**src/rtl/spi_reg_ctrl.sv**
```systemverilog
// SPI-to-register-file bridge: decodes command/data frames from an SPI slave
// and shares a 16x16 register file with a local request/ack port.
module spi_reg_ctrl #(
    parameter logic [7:0] SIG = 8'hA5
) (
    input  logic        clk,
    input  logic        reset,
    input  logic        ss,
    input  logic        spi_done,
    input  logic [15:0] spi_rx_data,
    output logic [15:0] spi_tx_data,
    output logic        spi_tx_en,
    input  logic        loc_req,
    input  logic        loc_we,
    input  logic [3:0]  loc_addr,
    input  logic [15:0] loc_wdata,
    output logic [15:0] loc_rdata,
    output logic        loc_ack,
    output logic        wr_pulse,
    output logic [3:0]  wr_addr,
    input  logic        err_clr,
    output logic        err_abort
);

    localparam logic [1:0] ST_CMD     = 2'd0;
    localparam logic [1:0] ST_WR_DATA = 2'd1;
    localparam logic [1:0] ST_RD_DATA = 2'd2;

    logic [1:0]  state;
    logic        done_prev;
    logic [3:0]  addr;
    logic [3:0]  next_addr;
    logic        burst;
    logic [15:0] tx_q;
    logic [15:0] regs [16];

    logic        frame_end;
    logic        frame_valid;
    logic        frame_abort;
    logic        spi_wr;
    logic        loc_go;
    logic        unused_cmd_bits;

    assign frame_end   = spi_done & ~done_prev;
    assign frame_valid = frame_end & ~ss;
    assign frame_abort = frame_end & ss;
    assign next_addr   = addr + 4'd1;

    assign spi_wr = (state == ST_WR_DATA) && frame_valid;
    // A pending ack blocks reissue so the requester has one cycle to drop loc_req.
    assign loc_go = loc_req && !loc_ack && !spi_wr;

    assign spi_tx_en   = (state != ST_WR_DATA);
    assign spi_tx_data = (state == ST_CMD) ? {SIG, 7'b0, err_abort} : tx_q;

    assign unused_cmd_bits = ^spi_rx_data[13:4];

    always_ff @(posedge clk or negedge reset) begin
        if (!reset) begin
            state     <= ST_CMD;
            done_prev <= 1'b0;
            addr      <= 4'h0;
            burst     <= 1'b0;
            tx_q      <= 16'h0000;
            err_abort <= 1'b0;
        end else begin
            done_prev <= spi_done;

            if (frame_abort) begin
                err_abort <= 1'b1;
            end else if (err_clr) begin
                err_abort <= 1'b0;
            end

            case (state)
                ST_CMD: begin
                    if (frame_valid) begin
                        addr  <= spi_rx_data[3:0];
                        burst <= spi_rx_data[14];
                        if (spi_rx_data[15]) begin
                            state <= ST_WR_DATA;
                        end else begin
                            state <= ST_RD_DATA;
                            tx_q  <= regs[spi_rx_data[3:0]];
                        end
                    end
                end
                ST_WR_DATA: begin
                    if (frame_valid) begin
                        if (burst) begin
                            addr <= next_addr;
                        end else begin
                            state <= ST_CMD;
                        end
                    end else if (ss) begin
                        state <= ST_CMD;
                    end
                end
                ST_RD_DATA: begin
                    // The word received during a read data frame is discarded.
                    if (frame_valid) begin
                        if (burst) begin
                            addr <= next_addr;
                            tx_q <= regs[next_addr];
                        end else begin
                            state <= ST_CMD;
                        end
                    end else if (ss) begin
                        state <= ST_CMD;
                    end
                end
                default: begin
                    state <= ST_CMD;
                end
            endcase
        end
    end

    // Register file and local port; an SPI write always takes the cycle first.
    always_ff @(posedge clk or negedge reset) begin
        if (!reset) begin
            for (int i = 0; i < 16; i++) begin
                regs[i] <= 16'h0000;
            end
            wr_pulse  <= 1'b0;
            wr_addr   <= 4'h0;
            loc_ack   <= 1'b0;
            loc_rdata <= 16'h0000;
        end else begin
            wr_pulse <= 1'b0;
            loc_ack  <= loc_go;
            if (spi_wr) begin
                regs[addr] <= spi_rx_data;
                wr_pulse   <= 1'b1;
                wr_addr    <= addr;
            end else if (loc_go) begin
                if (loc_we) begin
                    regs[loc_addr] <= loc_wdata;
                    wr_pulse       <= 1'b1;
                    wr_addr        <= loc_addr;
                end else begin
                    loc_rdata <= regs[loc_addr];
                end
            end
        end
    end

endmodule

```
**config.mk**
```make
export PLATFORM = sky130hd
export DESIGN_NAME = spi_reg_ctrl
export DESIGN_NICKNAME = d
export VERILOG_FILES = /design/src/rtl/spi_reg_ctrl.sv
export SDC_FILE = /design/constraint.sdc
export NUM_CORES = 1
export LEC_CHECK = 0
export ABC_AREA = 1
export CORE_UTILIZATION = 41
export CTS_CLUSTER_DIAMETER = 150
export DETAILED_ROUTE_END_ITERATION = 6
export PLACE_DENSITY_LB_ADDON = 0.2
export SLEW_MARGIN = 20
export SYNTH_ARGS = -nofsm -noshare
export SYNTH_HDL_FRONTEND = slang
export SYNTH_SLANG_ARGS = --single-unit
export TNS_END_PERCENT = 5
```
**constraint.sdc**
```tcl
create_clock -name clk -period 4.05 [get_ports clk]
set_clock_uncertainty 0.2 [all_clocks]
set_input_delay 0.81 -clock clk [delete_from_list [all_inputs] [get_ports clk]]
set_output_delay 0.81 -clock clk [all_outputs]
set_load 0.005 [all_outputs]
```
---- Word level (Yosys, flattened, before mapping) ----
Cells that the tools add are included.
word-level totals
  register bits after elaboration ......... 303
  input bits .............................. 43
  output and inout bits ................... 40
operators by class
  $add $sub $neg .......................... 1
  $lt $le $gt $ge ......................... 6
  equal/unequal tests ..................... 11
  mux-type cells .......................... 42
  bitwise logic cells ..................... 11
  reductions and logical operators ........ 20
operator list
  operator               number
  $mux W256              3
  $bwmux W256            2
  $mux W16               13
  $bmux W16 S4           3
  $demux W16 S4          2
  $pmux W16 S2           1
  $mux W4                6
  $ge A5 B5 Y1 const B   4
  $not A4 Y5             4
  $lt A5 B1 Y1 const B   2
  $mux W2                5
  $reduce_bool A2 Y1     5
  $ne A2 B2 Y1 const B   4
  $pmux W4 S2            1
  $ne A2 B1 Y1 const B   3
  $reduce_and A3 Y1      2
  $logic_and A1 B1 Y1    5
  $mux W1                5
  $reduce_and A5 Y1      1
  $add A4 B1 Y4 const B  1
  $not A1 Y1             4
  $pmux W2 S2            1
  $reduce_and A2 Y1      2
  $reduce_and A4 Y1      1
  other kinds (8)        11

---- Logic depth before layout (Yosys ltp) ----
Gate-level depths: netlist (run 1).
  depth after elaboration ................. 9
  gate-level depth with buffers ........... 13
  gate-level depth less buffers ........... 10

---- Least setup slack after synthesis (run 1) ----
Ideal clock, no wire load.
  path kind ............................... register to register
  from .................................... register addr[0]
  to ...................................... register tx_q[5]
  setup time .............................. 66 ps
  arrival time ............................ 2223 ps
  required time ........................... 3784 ps
  slack ................................... 1561 ps
  stages on the path, launching flop included .. 14
  path buffers ............................ 4
  path through ............................ dfrtp_1 clkinv_1 buf_2 buf_1 ha_1 inv_1 buf_2 clkbuf_1 nand3_1 nand3_1 nand3_1 nand3_1 nand3_1 nand2_1
between the ends
  longest elaborated chain between the ends .. 8
RTL lines
  item                                          RTL line  RTL
  start, declared                               31        logic [3:0] addr;
  start signal, assigned                        78        addr <= spi_rx_data[3:0];
  start signal, assigned                        91        addr <= next_addr;
  start signal, assigned                        103       addr <= next_addr;
  $add A4 B1 Y4                                 47        assign next_addr = addr + 4'd1;
  $not A4 Y5 (not written as such)              104       tx_q <= regs[next_addr];
  $bmux W16 S4                                  104
  $mux W16 (not written as such) (2 in series)  104
  $mux W16                                      102       if (burst) begin
  $mux W16                                      101       if (frame_valid) begin
  $pmux W16 S2                                  75        case (state)
  end signal, assigned                          84        tx_q <= regs[spi_rx_data[3:0]];
  end signal, assigned                          104
  end, declared                                 34        logic [15:0] tx_q;
Every way passes these cells. The select of a mux whose other input is x is not followed.
A chain may end at the register's enable or synchronous reset.

---- Worst setup path after layout (run 1) ----
  from .................................... register state[0]
  to ...................................... output port spi_tx_data[0]
between the ends
  longest elaborated chain between the ends .. 2
RTL lines
  item                    RTL line  RTL
  start, declared         29        logic [1:0] state;
  start signal, assigned  60        state <= ST_CMD;
  start signal, assigned  81        state <= ST_WR_DATA;
  start signal, assigned  83        state <= ST_RD_DATA;
  $logic_not A2 Y1        54        assign spi_tx_data = (state == ST_CMD) ? {SIG, 7'b0, err_abort} : tx_q;
  $mux W16                54
  end, declared           11        output logic [15:0] spi_tx_data,
Every way passes these cells.

==> out/results.txt, run 1 <==
status - complete, but fails checks
failing checks - design-rule violations
startpoint types - register
top cell type by total area after synthesis - dfrtp_1
Sequential Area - 7590 sq um
setup violators final - 0
critical path peak fanout - 23
Clk pwr share - 21.6%
Port Buf Inserts - 82
largest family of logic cells by synthesized area - simple AND/OR/NAND/NOR gates
synthesized area per cell - 6.53 sq um
fin crit share - 89.7%
simple-gate share of the synthesized area - 32.9%
Boundary Pins - 83
total power - 17.0 mW
ranking of synthesized cells by area - dfrtp_1 35%, nand2_1 18%, nand3_1 12%, o22ai_1 7.1%, o21ai_0 6.3%
cells after synthesis - 3279
synthesized cell area - 21400 sq um
Initial Util - 41.6%
Tightest Hold Check Type - register to register
met3 usage - 13.7%
Power per Cell Area - 707 nW/um^2
Setup WS post-layout - 0.418 ns
clk slew on worst S/H paths - 0.06 ns
Synth Area in Compound Gates - 19.4%
Reg2Reg Setup Slack - 0.93 ns
clk root buf - clkbuf_16
Max VDD drop - 947 uV
global routing's busiest layer - met2
Seq pwr share - 28.7%
Tmin final - 3.63 ns
Internal Power - 8.81 mW
Comb pwr share - 49.7%
post-synthesis mux area share - 0.0526%
Vias per Instance - 6.37
post-route cell area - 24000 sq um
DRT Pass-1 Iters - 7
hold_ws - 0.271 ns
core box area - 51500 sq um
RSZ-0062 raised after global routing - false
Final GP Congestion - 0.967
crit end category - output pin
DP Area - 22700 sq um
met2 Use GR - 56.0%
hold path start - tx_q[8]$_DFFE_PN0P_
GRT overflow - 0
sequential share of the synthesized area - 35.4%
drt drc - 16
Achievable Freq - 275 MHz
number of CTS-inserted buffers - 39
layout cells sized above 1 - 7.89%
Die X-Extent - 231 um
CTS tree - done
top-area cell type share of the netlist area - 35.4%
initial drt markers - 3919
final wirelength - 109000 um
vias in the first global route - 23100
Setup TNS - 0 ns
H-tree levels - 2
Crit path required time - 3.04 ns
relative slew slack - 21.1%
crit path launch - state[0]$_DFFE_PN0P_
max cap viols - 0
global-route wire length before repair - 157000 um
routed len/inst - 27.6 um
hpwl dp - 65900 um
clk buf depth - 3
Synth cell types - 35
largest net degree at the start of global routing - 140
sw frac - 48.1%
initial antenna violation count - 1
total number of vias - 25100
Leak - 10.6 nW
critical setup path kind - register to output pin
syn_nets - 3329
Hold Fails Final Rpt - 0
all-layer global routing usage - 40.1%
final slew viol count - 0
Worst-Skew Late Latency - 0.59 ns
multi-input combinational cell area - 11300 sq um
crit path DAT - 2.62 ns
synth warn - 0
final antenna-violating net count - 0
area share of fa/ha/maj cells after synthesis - 0.409%
reg2reg start - addr[0]$_DFFE_PN0P_
switching power - 8.17 mW
die area - 53200 sq um
pre-CTS WS - 0.614 ns
Site Rows - 83
Setup Fix Bufs, Post-CTS - 0
Layout Nets - 3284
Seq cells post-synth - 303
fill count - 5377
xor/xnor share of the synthesized area - 0.0759%
met1 Use GR - 53.9%
height of the die - 231 um
Layout Area Growth over Synthesis - 12.1%
Sink Count - 303
Worst-Margin Slew - 1.18 ns
[cells by family (layout without fill, tap and decap cells)]
group           count (synthesis)  in the layout
compound gates                726            726
xor+xnor                        1              1
fa+ha+maj                       7              7
buf+inv                       590            569
flops                         303            303
mux                             1              1
other cells                     0              1
simple gates                 1651           1651
[critical path, cell delays in order (launching register included)]
cell,delay (ns)
dfrtp_1,0.38
inv_1,0.10
ha_1,0.74
nor2_1,0.12
a21oi_1,0.15
clkdlybuf4s50_1,0.52
[through the flow]
stage,cells,utilization [%]
final,3939,46.6
after global routing,3938,46.6
after CTS,3938,46.6
after detailed placement,3872,44.1
after global placement,3872,44.1
after floorplan,3279,-
[flip-flops by register name, indices dropped and copies added (netlist names)]
name	cells
addr	4
burst	1
done_prev	1
err_abort	1
loc_ack	1
loc_rdata	16
regs	256
state	2
tx_q	16
wr_addr	4
wr_pulse	1
[synthesized netlist by cell type]
cell type,instances
nand2_2,28
mux2_2,1
o21a_1,7
buf_2,107
or2_2,11
a21oi_1,17
inv_1,294
o21ai_1,138
buf_6,11
nor2_2,3
nand2_8,2
clkbuf_1,92
nand3_2,1
xor2_2,1
and3_1,1
o22ai_1,242
o221ai_1,4
nand2_1,1020
nor2_4,2
inv_2,23
dfrtp_1,303
nor2_1,69
buf_4,25
o22ai_2,15
a31oi_1,16
o21ai_0,269
ha_1,7
nand3_1,495
nand2_4,4
clkinv_1,5
nand4_1,15
clkinv_2,1
buf_1,28
o211ai_1,18
clkbuf_2,4
[area by class of cell]
type / count / area share, %
well taps: 680 / 3.54
inverters: 323 / 5.09
diodes: 1 / 0.0104
multi-input cells: 2386 / 47.2
flip-flops and latches: 303 / 31.6
clock inverters: 5 / 0.313
clock buffers: 60 / 5.03
repair buffers: 181 / 7.25
[timing repair]
action,in CTS,in global routing
hold buffers,1,0
endpoints found under the hold margin,1,0
resized for setup,0,0
[layout by cell type, fill, tap and decap left out, types with 2 or more instances in the layout]
| cell | count |
|---|---|
| o21a_1 | 7 |
| bufinv_16 | 2 |
| a31oi_1 | 16 |
| nor2_4 | 3 |
| o211ai_1 | 18 |
| clkinv_1 | 4 |
| o21ai_0 | 269 |
| clkdlybuf4s50_1 | 79 |
| o22ai_2 | 15 |
| inv_1 | 292 |
| o21ai_1 | 138 |
| inv_2 | 24 |
| a21oi_1 | 17 |
| nand2_4 | 4 |
| buf_12 | 14 |
| nand2_8 | 2 |
| o221ai_1 | 4 |
| nand2_2 | 28 |
| clkinv_2 | 4 |
| ha_1 | 6 |
| clkbuf_1 | 8 |
| nor2_1 | 67 |
| clkbuf_16 | 41 |
| o22ai_1 | 242 |
| nor2_2 | 4 |
| nand4_1 | 15 |
| buf_4 | 85 |
| clkbuf_8 | 11 |
| or2_2 | 11 |
| dfrtp_1 | 302 |
| nand2_1 | 1020 |
| nand3_1 | 495 |
[worst paths after layout]
| path | end | cells after the start |
|---|---|---|
| min | tx_q[8]$_DFFE_PN0P_ | 2 |
| max reg2reg | regs[109]$_DFFE_PN0P_ | 9 |
| max in group asynchronous | regs[15]$_DFFE_PN0P_ | 3 |
| min reg2reg | tx_q[8]$_DFFE_PN0P_ | 2 |
| min in group asynchronous | regs[104]$_DFFE_PN0P_ | 2 |
| max | spi_tx_data[0] | 5 |
[per-layer routing]
layer | part of all wire, % | routed length, um
met1 | 39 | 41900
met2 | 41 | 44100
met3 | 15 | 16200
met4 | 6.0 | 6490
met5 | 0 | 0
[power groups by stage]
stage,logic (mW),registers [mW],clock network (mW)
after floorplan,5.10,4.64,0
after global placement,7.94,4.84,0
after detailed placement,8.02,4.86,0
after CTS,8.05,4.83,3.65
after global routing,8.95,4.96,3.76
final,8.44,4.87,3.66
(Power assumes the default switching activity.)
==> inputs of run 2 (changes only) <==
--- a/config.mk
+++ b/config.mk
@@ -7,6 +7,7 @@
 export LEC_CHECK = 0
 export ABC_AREA = 1
 export CORE_UTILIZATION = 41
+export CTS_BUF_LIST = sky130_fd_sc_hd__clkbuf_4 sky130_fd_sc_hd__clkbuf_8
 export CTS_CLUSTER_DIAMETER = 150
 export DETAILED_ROUTE_END_ITERATION = 6
 export PLACE_DENSITY_LB_ADDON = 0.2
==> run 2 against run 1 <==
Effect of this change:
- the flow now finishes without violations
- combinational power about the same
- worst setup slack worse by 0.12 ns
- sequential share of layout area up 0.071 points
- global-route usage is 0.066 points higher
- critical path depth stayed put
- maximum frequency is 3.3% lower
- flip-flop and latch count stayed put
- critical endpoint unchanged
- largest power group unchanged
==> out/results.txt, run 2 (synthesized netlist as in run 1, its figures left out) <==
global-route wire length before repair - 157000 um (+0.19%)
crit-path cells - inv_1, ha_1, nor2_1, a21oi_1, clkdlybuf4s50_1
Power per Cell Area - 697 nW/um^2 (-1.5%)
Hold Path End - tx_q[8]$_DFFE_PN0P_
cell family with most CP delay - adder cells
Most flops, register - regs
reg2reg start - addr[0]$_DFFE_PN0P_
fin crit share - 92.7% (+3.1 points)
Initial Util - 41.6% (unchanged)
Worst path max stage delay - 0.74 ns (about the same)
height of the die - 231 um (unchanged)
Worst Reg2Reg Path Length in Cells - 9 (unchanged)
Worst-Margin Slew - 1.20 ns (+0.0172 ns)
GRT overflow - 0 (unchanged)
Die X-Extent - 231 um (unchanged)
clk slew on worst S/H paths - 0.07 ns (about the same)
total power - 16.7 mW (-1.7%)
Layout Nets - 3303 (+0.58%)
placed cells - 3872 (unchanged)
hold path start - tx_q[8]$_DFFE_PN0P_
Vias per Instance - 6.33 (-0.58%)
final antenna-violating net count - 0 (unchanged)
final wirelength - 109000 um (about the same)
hpwl dp - 65900 um (unchanged)
setup violators final - 0 (unchanged)
Worst-Skew Late Latency - 0.71 ns (+0.12 ns)
number of CTS-inserted buffers - 58 (+49%)
Slowest cell on crit path - ha_1
Post-Route Utilization - 46.5% (-0.10 points)
max cap viols - 0 (unchanged)
pre-CTS WS - 0.614 ns (unchanged)
critical setup path kind - register to output pin
Setup Fix Bufs, Post-CTS - 0 (unchanged)
Max VDD drop - 940 uV (-0.67%)
Layout Area Growth over Synthesis - 11.8%
total number of vias - 25200 (+0.28%)
critical path peak fanout - 23 (unchanged)
met3 usage - 13.3% (-0.40 points)
most frequent cells in the layout - 1020 x nand2_1, 495 x nand3_1, 302 x dfrtp_1
fill count - 5397 (+0.37%)
met1 Use GR - 54.2% (+0.24 points)
initial antenna violation count - 1 (unchanged)
layout cells sized above 1 - 9.08% (+1.2 points)
Crit path required time - 3.04 ns (about the same)
global routing's busiest layer - met2
Final GP Congestion - 0.967 (unchanged)
crit end category - output pin
Port Buf Inserts - 82 (unchanged)
Setup TNS - 0 ns (unchanged)
Tmin final - 3.76 ns (+0.124 ns)
hold_ws - 0.274 ns (+0.00280 ns)
vias in the first global route - 23200 (+0.38%)
routed len/inst - 27.4 um (-0.81%)
Setup WS post-layout - 0.294 ns (-0.124 ns)
hold path cells - 2 (unchanged)
top flop regs - regs: 256 flops, loc_rdata: 16 flops, tx_q: 16 flops
largest net degree at the start of global routing - 140 (unchanged)
drt drc - 0 (-16)
reg-to-reg endpoint - regs[109]$_DFFE_PN0P_
max FFs per register - 256 (unchanged)
Sequential Area - 7590 sq um (unchanged)
H-tree levels - 2 (unchanged)
relative slew slack - 20.0% (-1.1 points)
core box area - 51500 sq um (unchanged)
final slew viol count - 0 (unchanged)
initial drt markers - 4161 (+6.2%)
met2 Use GR - 56.4% (+0.38 points)
DP Area - 22700 sq um (unchanged)
DRT Pass-1 Iters - 6 (-1)
Leak - 10.6 nW (+0.19%)
Tightest Hold Check Type - register to register
die area - 53200 sq um (unchanged)
status - finished, final reports clean
Layout Cells excl Fill - 3973 (+0.86%)
Site Rows - 83 (unchanged)
Boundary Pins - 83 (unchanged)
Sink Count - 303 (unchanged)
commonest non-fill, non-tap cell in the layout - nand2_1
all-layer global routing usage - 40.2% (+0.066 points)
crit path DAT - 2.75 ns (+0.13 ns)
Hold Fails Final Rpt - 0 (unchanged)
Achievable Freq - 266 MHz (-3.3%)
CTS tree - done
Reg2Reg Setup Slack - 0.94 ns (about the same)
WP buf/inv - 2 (unchanged)
RSZ-0062 raised after global routing - false
post-route cell area - 23900 sq um (-0.22%)
startpoint types - register
clk buf depth - 3 (unchanged)
multi-input combinational cell area - 11300 sq um (unchanged)
clk root buf - clkbuf_8
-- run 2: cell types whose count changed in the layout (fill, tap and decap cells not counted) --
cell / previous run / this run
clkbuf_8: 11 / 76
clkinv_2: 4 / 6
clkbuf_4: 0 / 16
clkbuf_16: 41 / 0
clkinvlp_4: 0 / 1
bufinv_16: 2 / 1
clkbuf_1: 8 / 0
-- run 2: cell type report --
class	count	area share [%]
multi-input combinational	2386	47.3
sequential	303	31.7
timing repair buffer	181	7.26
inverter	323	5.10
clock buffer	92	4.87
tap	680	3.55
clock inverter	7	0.261
antenna	1	0.0104
-- run 2: how the worst max path moves through the flow --
stage,start,to,slack (ns),cells after the start
detailed placement,ss,regs[118]$_DFFE_PN0P_,0.61,8
CTS,state[0]$_DFFE_PN0P_,spi_tx_data[0],0.25,5
global placement,ss,regs[221]$_DFFE_PN0P_,0.65,8
finish,state[1]$_DFFE_PN0P_,spi_tx_data[0],0.29,5
floorplan,addr[0]$_DFFE_PN0P_,tx_q[5]$_DFFE_PN0P_,1.56,13
global route,state[1]$_DFFE_PN0P_,spi_tx_data[0],0.08,5
-- run 2: routing by layer --
layer	vias up	wire length, um
li1	10900	-
met1	11800	41400
met2	2102	43800
met3	402	16900
met4	0	6630
met5	-	0
-- run 2: repair_timing --
action / in CTS / in global routing
gates resized for setup: 0 / 0
hold buffers: 1 / 0
hold endpoints to repair: 56 / 0
-- run 2: worst reg2reg max path, cell delays in order (launching register included) --
cell and delay (ns):
dfrtp_4 0.45, buf_4 0.60, ha_1 0.28, inv_1 0.10, nor2_1 0.17, inv_2 0.29
o22ai_2 0.34, buf_4 0.39, nand2_1 0.13, o21ai_1 0.08
-- run 2: where the power goes --
group / total [mW] / leakage (nW) / switching, mW / internal, mW
combinational: 8.45 / 6.45 / 5.98 / 2.47
clock: 3.37 / 0.654 / 1.51 / 1.86
sequential: 4.87 / 3.50 / 0.691 / 4.18
